$ cat src/rtl/uart_rx_os.sv
// uart_rx_os: oversampling UART receiver in the system clock domain.
// Configurable data width, parity and stop bits; reports parity/frame/break.
module uart_rx_os #(
    parameter int CLOCK_FREQUENCY = 50_000_000,
    parameter int BAUD_RATE       = 115200,
    parameter int OVERSAMPLE      = 16,
    parameter int DATA_BITS       = 8,
    parameter int PARITY          = 2,
    parameter int STOP_BITS       = 1
) (
    input  logic                 clockIN,
    input  logic                 nRxResetIN,
    input  logic                 rxIN,
    output logic                 rxIdleOUT,
    output logic                 rxReadyOUT,
    output logic [DATA_BITS-1:0] rxDataOUT,
    output logic                 rxParityErrOUT,
    output logic                 rxFrameErrOUT,
    output logic                 rxBreakOUT
);
    localparam int TICK_DIV   = CLOCK_FREQUENCY / (BAUD_RATE * OVERSAMPLE);
    localparam int DIV_W      = (TICK_DIV > 1) ? $clog2(TICK_DIV) : 1;
    localparam int OS_W       = $clog2(OVERSAMPLE);
    localparam int PAR_BITS   = (PARITY != 0) ? 1 : 0;
    localparam int FRAME_BITS = 1 + DATA_BITS + PAR_BITS + STOP_BITS;
    localparam int BIT_W      = $clog2(FRAME_BITS);

    localparam logic [DIV_W-1:0] DIV_MAX   = DIV_W'(TICK_DIV - 1);
    localparam logic [OS_W-1:0]  HALF      = OS_W'(OVERSAMPLE / 2 - 1);
    localparam logic [OS_W-1:0]  FULL      = OS_W'(OVERSAMPLE - 1);
    localparam logic [BIT_W-1:0] LAST_DATA = BIT_W'(DATA_BITS - 1);
    localparam logic [BIT_W-1:0] LAST_STOP = BIT_W'(STOP_BITS - 1);

    typedef enum logic [2:0] {
        S_IDLE,
        S_START,
        S_DATA,
        S_PAR,
        S_STOP,
        S_WAIT_HIGH
    } state_t;

    state_t               state;
    logic [1:0]           sync;
    logic [1:0]           hist;
    logic                 rx_f;
    logic [DIV_W-1:0]     div_cnt;
    logic                 tick;
    logic                 start_edge;
    logic [OS_W-1:0]      os_cnt;
    logic [BIT_W-1:0]     bit_cnt;
    logic [DATA_BITS-1:0] shreg;
    logic                 par_bit;
    logic                 exp_par;
    logic                 perr;
    logic                 ferr;
    logic                 stop_ferr;

    // Two-flop synchroniser followed by a three-tap history for voting
    always_ff @(posedge clockIN) begin
        if (!nRxResetIN) begin
            sync <= 2'b11;
            hist <= 2'b11;
        end else begin
            sync <= {sync[0], rxIN};
            hist <= {hist[0], sync[1]};
        end
    end

    assign rx_f = (sync[1] & hist[0]) | (sync[1] & hist[1]) | (hist[0] & hist[1]);

    assign start_edge = (state == S_IDLE) && !rx_f;
    assign tick       = (div_cnt == '0) && !start_edge;
    assign exp_par    = (PARITY == 1) ? ^shreg : ~^shreg;
    assign stop_ferr  = ferr | !rx_f;
    assign rxIdleOUT  = (state == S_IDLE);

    // Oversample tick: down-counter re-phased on the start edge
    always_ff @(posedge clockIN) begin
        if (!nRxResetIN) begin
            div_cnt <= '0;
        end else if (start_edge || div_cnt == '0) begin
            div_cnt <= DIV_MAX;
        end else begin
            div_cnt <= div_cnt - 1'b1;
        end
    end

    // Frame FSM: samples mid-bit and registers the word with its flags
    always_ff @(posedge clockIN) begin
        if (!nRxResetIN) begin
            state          <= S_IDLE;
            os_cnt         <= '0;
            bit_cnt        <= '0;
            shreg          <= '0;
            par_bit        <= 1'b0;
            perr           <= 1'b0;
            ferr           <= 1'b0;
            rxReadyOUT     <= 1'b0;
            rxDataOUT      <= '0;
            rxParityErrOUT <= 1'b0;
            rxFrameErrOUT  <= 1'b0;
            rxBreakOUT     <= 1'b0;
        end else begin
            rxReadyOUT <= 1'b0;
            unique case (state)
                S_IDLE: begin
                    if (!rx_f) begin
                        state  <= S_START;
                        os_cnt <= '0;
                    end
                end
                S_START: begin
                    if (tick) begin
                        if (os_cnt == HALF) begin
                            os_cnt  <= '0;
                            bit_cnt <= '0;
                            par_bit <= 1'b0;
                            perr    <= 1'b0;
                            ferr    <= 1'b0;
                            state   <= rx_f ? S_IDLE : S_DATA;
                        end else begin
                            os_cnt <= os_cnt + 1'b1;
                        end
                    end
                end
                S_DATA: begin
                    if (tick) begin
                        if (os_cnt == FULL) begin
                            os_cnt <= '0;
                            shreg  <= {rx_f, shreg[DATA_BITS-1:1]};
                            if (bit_cnt == LAST_DATA) begin
                                bit_cnt <= '0;
                                state   <= (PARITY == 0) ? S_STOP : S_PAR;
                            end else begin
                                bit_cnt <= bit_cnt + 1'b1;
                            end
                        end else begin
                            os_cnt <= os_cnt + 1'b1;
                        end
                    end
                end
                S_PAR: begin
                    if (tick) begin
                        if (os_cnt == FULL) begin
                            os_cnt  <= '0;
                            par_bit <= rx_f;
                            perr    <= (rx_f != exp_par);
                            state   <= S_STOP;
                        end else begin
                            os_cnt <= os_cnt + 1'b1;
                        end
                    end
                end
                S_STOP: begin
                    if (tick) begin
                        if (os_cnt == FULL) begin
                            os_cnt <= '0;
                            if (bit_cnt == LAST_STOP) begin
                                bit_cnt        <= '0;
                                rxReadyOUT     <= 1'b1;
                                rxDataOUT      <= shreg;
                                rxParityErrOUT <= perr;
                                rxFrameErrOUT  <= stop_ferr;
                                rxBreakOUT     <= stop_ferr && (shreg == '0) && !par_bit;
                                state          <= rx_f ? S_IDLE : S_WAIT_HIGH;
                            end else begin
                                ferr    <= stop_ferr;
                                bit_cnt <= bit_cnt + 1'b1;
                            end
                        end else begin
                            os_cnt <= os_cnt + 1'b1;
                        end
                    end
                end
                S_WAIT_HIGH: begin
                    if (rx_f) begin
                        state <= S_IDLE;
                    end
                end
                default: state <= S_IDLE;
            endcase
        end
    end
endmodule

$ cat config.mk
export PLATFORM = sky130hd
export DESIGN_NAME = uart_rx_os
export DESIGN_NICKNAME = d
export VERILOG_FILES = /design/src/rtl/uart_rx_os.sv
export SDC_FILE = /design/constraint.sdc
export NUM_CORES = 1
export LEC_CHECK = 0
export CAP_MARGIN = 20
export CELL_PAD_IN_SITES_DETAIL_PLACEMENT = 1
export CELL_PAD_IN_SITES_GLOBAL_PLACEMENT = 2
export CORE_ASPECT_RATIO = 1.5
export CORE_MARGIN = 2
export CORE_UTILIZATION = 31
export CTS_CLUSTER_DIAMETER = 120
export DETAILED_ROUTE_END_ITERATION = 6
export PLACE_DENSITY = 0.82
export SETUP_SLACK_MARGIN = 0.2
export SLEW_MARGIN = 25
export SYNTH_ARGS = -nofsm -noshare
export SYNTH_HDL_FRONTEND = slang
export SYNTH_SLANG_ARGS = --single-unit
$ cat constraint.sdc
create_clock -name clockIN -period 2.4 [get_ports clockIN]
set_clock_uncertainty 0.2 [all_clocks]
set_input_delay 0.48 -clock clockIN [delete_from_list [all_inputs] [get_ports clockIN]]
set_output_delay 0.48 -clock clockIN [all_outputs]
set_load 0.005 [all_outputs]
After elaboration in Yosys (flattened, before gate mapping). Index checks and enable logic that the tools add are counted.

Bits in registers: 43. Input port bits: 3. Output and inout port bits: 13. Word-level logic and storage cells: 120.

$add $sub $neg: 3. Eq/ne operators: 23. Muxes and demuxes: 44. Bitwise operators: 7. Reduce and logical (&&, ||, !) cells: 27.

Operator list (number): $mux W4 (13); $mux W3 (13); $ne A2 B2 Y1 const B (13); $pmux W4 S3 (2); $pmux W3 S6 (1); $reduce_and A12 Y1 (1); $reduce_and A4 Y1 (3); $mux W1 (10); $add A4 B1 Y4 const B (2); $eq A4 B3 Y1 const B (2); $logic_not A8 Y1 (1); $reduce_xnor A8 Y1 (1); $reduce_and A7 Y1 (1); $eq A3 B2 Y1 const B (2); $eq A3 B3 Y1 const B (2); $pmux W1 S2 (3); $reduce_and A6 Y1 (1); $reduce_bool A3 Y1 (2); $logic_not A5 Y1 (1); $mux W5 (1); $reduce_and A5 Y1 (1); $sub A5 B1 Y5 const B (1); $eq A4 B4 Y1 const B (1); $logic_and A1 B1 Y1 (4); other kinds (15) (22).

Depth between registers and ports, before layout. Gate-level depths: netlist (run 1).

Depth in word-level cells: 9. Gate-level depth with buffers: 9. Mapped depth without buffers: 7.

Worst setup path after synthesis (run 1). Ideal clock, no wire load.

Path kind: register to register. Start point: register bit_cnt[0]. End point: register state[0]. Setup time: 122 ps. Arrival: 1988 ps. Required time: 2078 ps. Setup slack: 90 ps. Stages on the path, launching flop included: 8. Buffers on the path: 0. Clock period less this slack: 2310 ps. Path through: dfxtp_1 inv_1 ha_1 or3b_1 a22oi_1 o221ai_1 or2_2 o311a_1.

Longest elaborated chain between the ends: 3. Elaborated cells on any way between the ends: 5. Classes of those cells: 3 x eq/ne; 2 x reduce/logical.

Ends and longest elaborated chain: from (decl) (line 51) `logic [BIT_W-1:0] bit_cnt;`; from (signal assigned) (line 136) `bit_cnt <= bit_cnt + 1'b1;`; from (signal assigned) (line 169) `bit_cnt <= bit_cnt + 1'b1;`; $eq A4 B3 Y1 or $logic_not A4 Y1 (tied branches) (line 132, 159); $ne A2 B2 Y1 (no line); $reduce_and A12 Y1 (no line) (*); to (signal assigned) (line 121) `state <= rx_f ? S_IDLE : S_DATA;`; to (signal assigned) (line 134) `state <= (PARITY == 0) ? S_STOP : S_PAR;`; to (signal assigned) (line 166) `state <= rx_f ? S_IDLE : S_WAIT_HIGH;`; to (decl) (line 43) `state_t state;`.

Mark *: on every way between the ends. The rest lies on a longest branch, timed or not. A chain may end at the register's enable or synchronous reset.

Final worst setup path (run 1).
Start point: register div_cnt[0]. End point: register rxBreakOUT.

Longest elaborated chain between the ends: 3.

Ends and longest elaborated chain: from (decl) (line 47) `logic [DIV_W-1:0] div_cnt;`; from (signal assigned) (line 85) `div_cnt <= div_cnt - 1'b1;`; $logic_not A5 Y1 (line 73) `assign tick = (div_cnt == '0) && !start_edge;`; $logic_and A1 B1 Y1 (line 73); $reduce_and A4 Y1 (no line); to (signal assigned) (line 165) `rxBreakOUT <= stop_ferr && (shreg == '0) && !par_bit;`; to (decl) (line 19) `output logic rxBreakOUT`.

No other way between the ends.

==> results of run 1 <==
[critical path: stages, from the launching register on]
cell and delay [ns]:
dfxtp_2 0.33, inv_2 0.07, ha_4 0.13, or4b_4 0.52, nor2_8 0.12, nand4_1 0.12
or4_4 0.55, a21oi_2 0.13
[synthesized netlist by cell type (2+ instances only)]
master | instances | area [um^2]
dfxtp_1 | 43 | 860.8
xnor2_1 | 9 | 78.83
nand2b_1 | 6 | 37.54
nor3b_1 | 4 | 30.03
and3_1 | 2 | 12.51
nor2_1 | 14 | 52.55
nor3_1 | 4 | 20.02
nand4_1 | 4 | 25.02
inv_1 | 15 | 56.30
o21ai_0 | 8 | 40.04
nor4b_1 | 3 | 26.28
a211oi_1 | 3 | 22.52
nand3_1 | 9 | 45.04
nor2b_1 | 5 | 31.28
o21a_1 | 3 | 22.52
ha_1 | 9 | 112.6
a31oi_1 | 3 | 18.77
a22oi_1 | 3 | 22.52
o211ai_1 | 2 | 15.01
xor2_1 | 2 | 17.52
mux2i_1 | 2 | 20.02
nand2_1 | 47 | 176.4
nand3b_1 | 2 | 15.01
a21oi_1 | 30 | 150.1
clkbuf_1 | 12 | 45.04
[path summary, 6_finish.rpt]
path,start,endpoint,slack [ns],cells after the start
setup / recovery,div_cnt[0]$_SDFF_PP0_,rxBreakOUT$_SDFFE_PN0P_,0.18,7
hold / removal,sync[0]$_SDFF_PN1_,sync[1]$_SDFF_PN1_,0.22,1
setup reg to reg,div_cnt[0]$_SDFF_PP0_,rxBreakOUT$_SDFFE_PN0P_,0.18,7
hold reg to reg,sync[0]$_SDFF_PN1_,sync[1]$_SDFF_PN1_,0.22,1
[flip-flops by register name (all words and copies together) (netlist names), 2 cells and up]
name,count
os_cnt,4
bit_cnt,4
hist,2
div_cnt,5
state,3
rxDataOUT,8
shreg,8
sync,2
[power groups by stage]
stage / sequential (uW) / clock (uW) / combinational (uW)
2_1_floorplan: 800 / 0 / 263
3_3_place_gp: 809 / 0 / 363
3_5_place_dp: 810 / 0 / 379
4_1_cts: 797 / 636 / 443
5_1_grt: 805 / 656 / 512
6_report: 799 / 604 / 467
[timing repair]
| action | in CTS | in global routing |
|---|---|---|
| hold endpoints to repair | 0 | 0 |
| cloned | 0 | 1 |
| resized for setup | 16 | 28 |
| pin swaps | 5 | 6 |
| endpoints found under the setup margin | 24 | 28 |
| buffers inserted | 10 | 1 |
| hold buffers | 0 | 0 |
[through the flow]
stage	total power, uW	worst slack [ns]	hold slack, ns	cell area, um^2
2_1_floorplan	1063	0.2023	0.1863	2120
3_3_place_gp	1172	0.06890	0.2031	2461
3_5_place_dp	1190	-0.05511	0.1957	2461
4_1_cts	1875	0.1343	0.2204	2698
5_1_grt	1972	0.09951	0.2352	2821
6_report	1870	0.1845	0.2164	2821
[per-layer routing]
layer,track usage [%],vias to the layer above
met5,0,-
met4,8.491,0
met3,3.375,16
met2,26.65,26
met1,17.38,915
li1,-,975
[kinds of logic after synthesis]
| kind of cell | share of synthesized area, % |
|---|---|
| multiplexers | 0.9496 |
| AO/OA/AOI/OAI | 16.38 |
| buffers and inverters | 5.578 |
| XOR/XNOR | 4.570 |
| AND/OR/NAND/NOR | 25.88 |
| flip-flops | 40.83 |
| adder cells (fa/ha/maj) | 5.816 |
[area by class of cell]
cell class	instances	area, um^2
timing repair buffer	48	432.9
tap	76	95.09
clock buffer	6	82.58
multi-input combinational	189	1254
inverter	15	56.30
clock inverter	2	35.03
sequential	43	865.8
fill	783	3710
==> metrics, run 1 <==
synth warn 0; max-cap viol count 0; Main synth FF type dfxtp_1; Post-synth EDFFs 0; Met1 Routed Length between 2000 and 2500 um; IO buf count 15; vias per cell about 5.1; routability cong. roughly 0.75; fmax between 400 and 500 MHz; class of the most critical setup path flip-flop to flip-flop; die area between 0.007 and 0.008 mm^2; Yosys reg bits 43; Hold Path Class flip-flop to flip-flop; DR pass1 iterations 4; Comb power frac between 20% and 30%; Starting Density around a third; CP startpoint kind flip-flop; Iter 0 DRT Violations 68; vias in the first global route approximately 1900; share of the yosys chip area belonging to registers between 40% and 50%; H-tree levels 2; Yosys cell types 42; post-layout util 43.20%; DIE HEIGHT roughly 110 um; HPWL after DPL approximately 4000 um; GRT Util Overall 15.53%; Psw 542.8 uW; Net Count, Synth approximately 270; drt total wl 5672 um; Final Cycle Share 92.31%; CTS Sinks 43; Layout area overhead 33.83%; Clk network pwr share around 32%; crit-path max FO 4; WL met3 146 um; status finished, final reports clean; Rows 36; Top Ports 16; asr flop ratio synth 0%; Mapped Area 0.002108 mm^2; placed cell count approximately 360; most frequent cells in the layout 43 x nand2_1, 39 x dfxtp_1, 29 x a21oi_1; crit path DAT 2.26 ns; Int Pwr roughly 1300 uW; Cells after Synth 261; share of cells above drive strength 1 between 20% and 30%; CTS buffer count 5; Final ANT Viol Nets 0; Root Buffer clkbuf_8; Critical Path RT about 2.4 ns; Setup Total Neg Slack 0 ns; clk_lat worst skew 0.31 ns; sw frac between 20 and 30%; register share of total power around 43%; CTS Buffer Depth 2; Ant. Diodes 0; RSZ-0062 raised after global routing yes; fin crit period 2.215 ns; largest net degree at the start of global routing 19; first-pass GRT wire length between 9000 and 10000 um; synthesized area per cell slightly above 8 um^2; most common cell after layout, fill and taps aside nand2_1; remaining global-route overflow 0; power per cell area roughly 660 mW/mm^2; core footprint 0.006531 mm^2; Setup-failing EPs final 0; CTS tree built; leakage power around 0.0011 uW; slew margin rel. between 60% and 70%; met2 wire len approximately 3000 um; WL/cell ~15 um; Slew Limit Fails 0; Hold Vio Cnt, Final 0; Non-Filler Instances roughly 380; maximum vdd drop ~0.33 mV; Nets ~310; Critical Path End Type flip-flop; worst-margin pin slew just over 0.5 ns; Chip Width around 71 um; routed vias slightly below 2000; initial antenna violation count 0; clk slew on worst S/H paths ~0.08 ns; drt drc 0; DR top layer met4
Power figures use the tool's default switching activity.
==> run 2, diff against run 1 <==
Settings changed: ABC_AREA set to 1, CORE_UTILIZATION 31 to 30.
==> metrics, run 2 <==
drt drc 0 (unchanged); vias in the first global route 1956 (+2.6%); CP Buf/Inv Count 2 (+1); H-tree levels 2 (unchanged); Cells after Synth 290 (+11%); Yosys cell types 31 (-26%); DIE HEIGHT 107.8 um (+2.7%); synth warn 0 (unchanged); drt total wl 5392 um (-4.9%); clk slew on worst S/H paths 0.09 ns (about the same); Post-synth EDFFs 0 (unchanged); area leader, netlist dfxtp_1; fmax 471.6 MHz (+4.5%); Rows 37 (+2.8%); register share of total power 35.4% (-7.3 points); Yosys reg bits 43 (unchanged); maximum vdd drop 0.4024 mV (+20%); Compound-Gate Fraction of Synth Area 15.16% (-1.2 points); mux cell area share after synthesis 0% (-0.95 points); HPWL after DPL 4076 um (+2.3%); core footprint 0.006898 mm^2 (+5.6%); Critical Path End Type primary output; Comb power frac 39.9% (+15 points); routed vias 1954 (+1.1%); class of the most critical setup path flip-flop to primary output; post-layout util 37.17% (-6.0 points); Hold Vio Cnt, Final 0 (unchanged); CTS Sinks 43 (unchanged); CP startpoint kind flip-flop; Commonest cells post-synth 49 x nand2_1, 43 x dfxtp_1, 32 x a21oi_1, 31 x inv_1, 24 x o21ai_0; RSZ-0062 raised after global routing no; GRT Util Overall 14.81% (-0.73 points); CTS buffer count 5 (unchanged); max-cap viol count 0 (unchanged); Starting Density 31.24% (-1.0 points); Main synth FF type dfxtp_1; slew margin rel. 71.86% (+5.6 points); most common cell after layout, fill and taps aside nand2_1; simple-gate portion of the synthesized area 28.98% (+3.1 points); Final Cell Area 0.002564 mm^2 (-9.1%); Iter 0 DRT Violations 76 (+12%); share of the yosys chip area belonging to registers 39.95% (-0.88 points); status finished, final reports clean; Psw 980.3 uW (+81%); synthesized area per cell 7.430 um^2 (-8.0%); Final Cycle Share 88.35% (-4.0 points); die area 0.007890 mm^2 (+5.3%); Mapped Area 0.002155 mm^2 (+2.2%); Hold-fix buffers, CTS 0 (unchanged); remaining global-route overflow 0 (unchanged); DR pass1 iterations 4 (unchanged); Clk network pwr share 24.7% (-7.6 points); hold slack 0.2344 ns (+0.01806 ns); Top Ports 16 (unchanged); Ant. Diodes 0 (unchanged); power per cell area 950.1 mW/mm^2 (+43%); CP Cell Sequence nor2_4 > nand2_2 > inv_2 > clkdlybuf4s50_1; sw frac 40.25% (+11 points); crit path DAT 1.44 ns (-0.82 ns); Root Buffer clkbuf_8; IO buf count 15 (unchanged); asr flop ratio synth 0% (unchanged); worst-margin pin slew 0.4177 ns (-0.08738 ns); Hold Path Class flip-flop to flip-flop; Place WS 0.3549 ns (+0.4100 ns); top cells by area in the synthesized netlist dfxtp_1 40%, nand2_1 8.5%, a21oi_1 7.4%, o21ai_0 5.6%, inv_1 5.4%; Setup Total Neg Slack 0 ns (unchanged); post-route worst setup slack 0.2797 ns (+0.09516 ns); Yosys top cell area share 39.95% (-0.88 points); slowest stage delay, CP 0.50 ns (-0.05 ns); Nets 324 (+3.2%); Setup-failing EPs final 0 (unchanged); leakage power 0.001070 uW (+1.6%); Int Pwr 1455 uW (+9.7%); Slew Limit Fails 0 (unchanged); main combinational cell family by area after synthesis simple AND/OR/NAND/NOR gates; first-pass GRT wire length 9101 um (-0.75%); WL/cell 13.79 um (-7.9%); register area 867.1 um^2 (+0.14%); Final ANT Viol Nets 0 (unchanged); CTS tree built; CTS Buffer Depth 2 (unchanged); fin crit period 2.120 ns (-0.09516 ns); area of the multi-input gates 0.001130 mm^2 (-9.9%); crit-path max FO 6 (+2); cell with the most instances after synthesis nand2_1; Top delay family on crit path buffers and inverters; Chip Width 73.20 um (+2.6%); number of fillers in the final layout 852 (+8.8%); Post-Place Cell Area 0.002380 mm^2 (-3.3%); largest net degree at the start of global routing 27 (+8); initial antenna violation count 0 (unchanged); adder and majority cell fraction of the synthesized area 5.226% (-0.59 points); routability cong. 0.7561 (+0.57%); clk_lat worst skew 0.30 ns (about the same); Net Count, Synth 302 (+11%); vias per cell 4.997 (-2.0%); xor and xnor area share after synthesis 2.846% (-1.7 points); Worst path slowest cell clkdlybuf4s50_1; Largest regs rxDataOUT x8, shreg x8, div_cnt x5; Layout area overhead 18.99%; most frequent cells in the layout 49 x nand2_1, 40 x dfxtp_1, 32 x a21oi_1; share of cells above drive strength 1 13.74% (-10 points); Critical Path RT 1.72 ns (-0.72 ns)
run 2: worst paths after layout:
check | startpoint | to | slack [ns] | cells past startpoint
worst max-delay path | state[0]$_SDFFE_PN0P_ | rxIdleOUT | 0.28 | 4
worst min-delay path | sync[0]$_SDFF_PN1_ | sync[1]$_SDFF_PN1_ | 0.23 | 1
worst max register to register | os_cnt[0]$_SDFFE_PN0P_ | state[0]$_SDFFE_PN0P_ | 0.42 | 9
worst min register to register | sync[0]$_SDFF_PN1_ | sync[1]$_SDFF_PN1_ | 0.23 | 1
run 2: cells by family after synthesis:
logic type,count (synthesis)
DFF,43
and+or+nand+nor,127
adders and majority gates,9
xor gates and xnor gates,7
AOI/OAI and AO/OA,63
buffers and inverters,41
run 2: power by group through the flow:
stage | Sequential, uW | Clock (uW) | Combinational (uW)
2_1_floorplan | 853 | 0 | 735
3_3_place_gp | 866 | 0 | 954
3_5_place_dp | 869 | 0 | 963
4_1_cts | 862 | 618 | 977
5_1_grt | 875 | 652 | 1110
6_report | 862 | 602 | 971
run 2: repair_timing:
action / CTS / global route
setup buffers: 0 / 4
endpoints found under the setup margin: 1 / 10
pin swaps: 0 / 3
resized for setup: 4 / 1
run 2: cell type report:
cell class | instances | area share [%]
inverters | 35 | 5.124
well taps | 78 | 3.807
flip-flops and latches | 43 | 33.82
multi-input cells | 206 | 44.07
clock buffers | 6 | 3.221
clock inverters | 2 | 1.367
repair buffers | 21 | 8.590
run 2: metal layers:
layer / routed length, um / vias up / global-route usage, %
li1: - / 995 / -
met1: 2267 / 933 / 15.97
met2: 2951 / 18 / 28.31
met3: 98 / 8 / 2.247
met4: 75 / 0 / 4.762
met5: 0 / - / 0
run 2: per-stage QoR:
step,total power (uW),std cells
3_5_place_dp,1832,379
6_report,2436,391
2_1_floorplan,1587,290
3_3_place_gp,1820,379
4_1_cts,2457,387
5_1_grt,2641,391
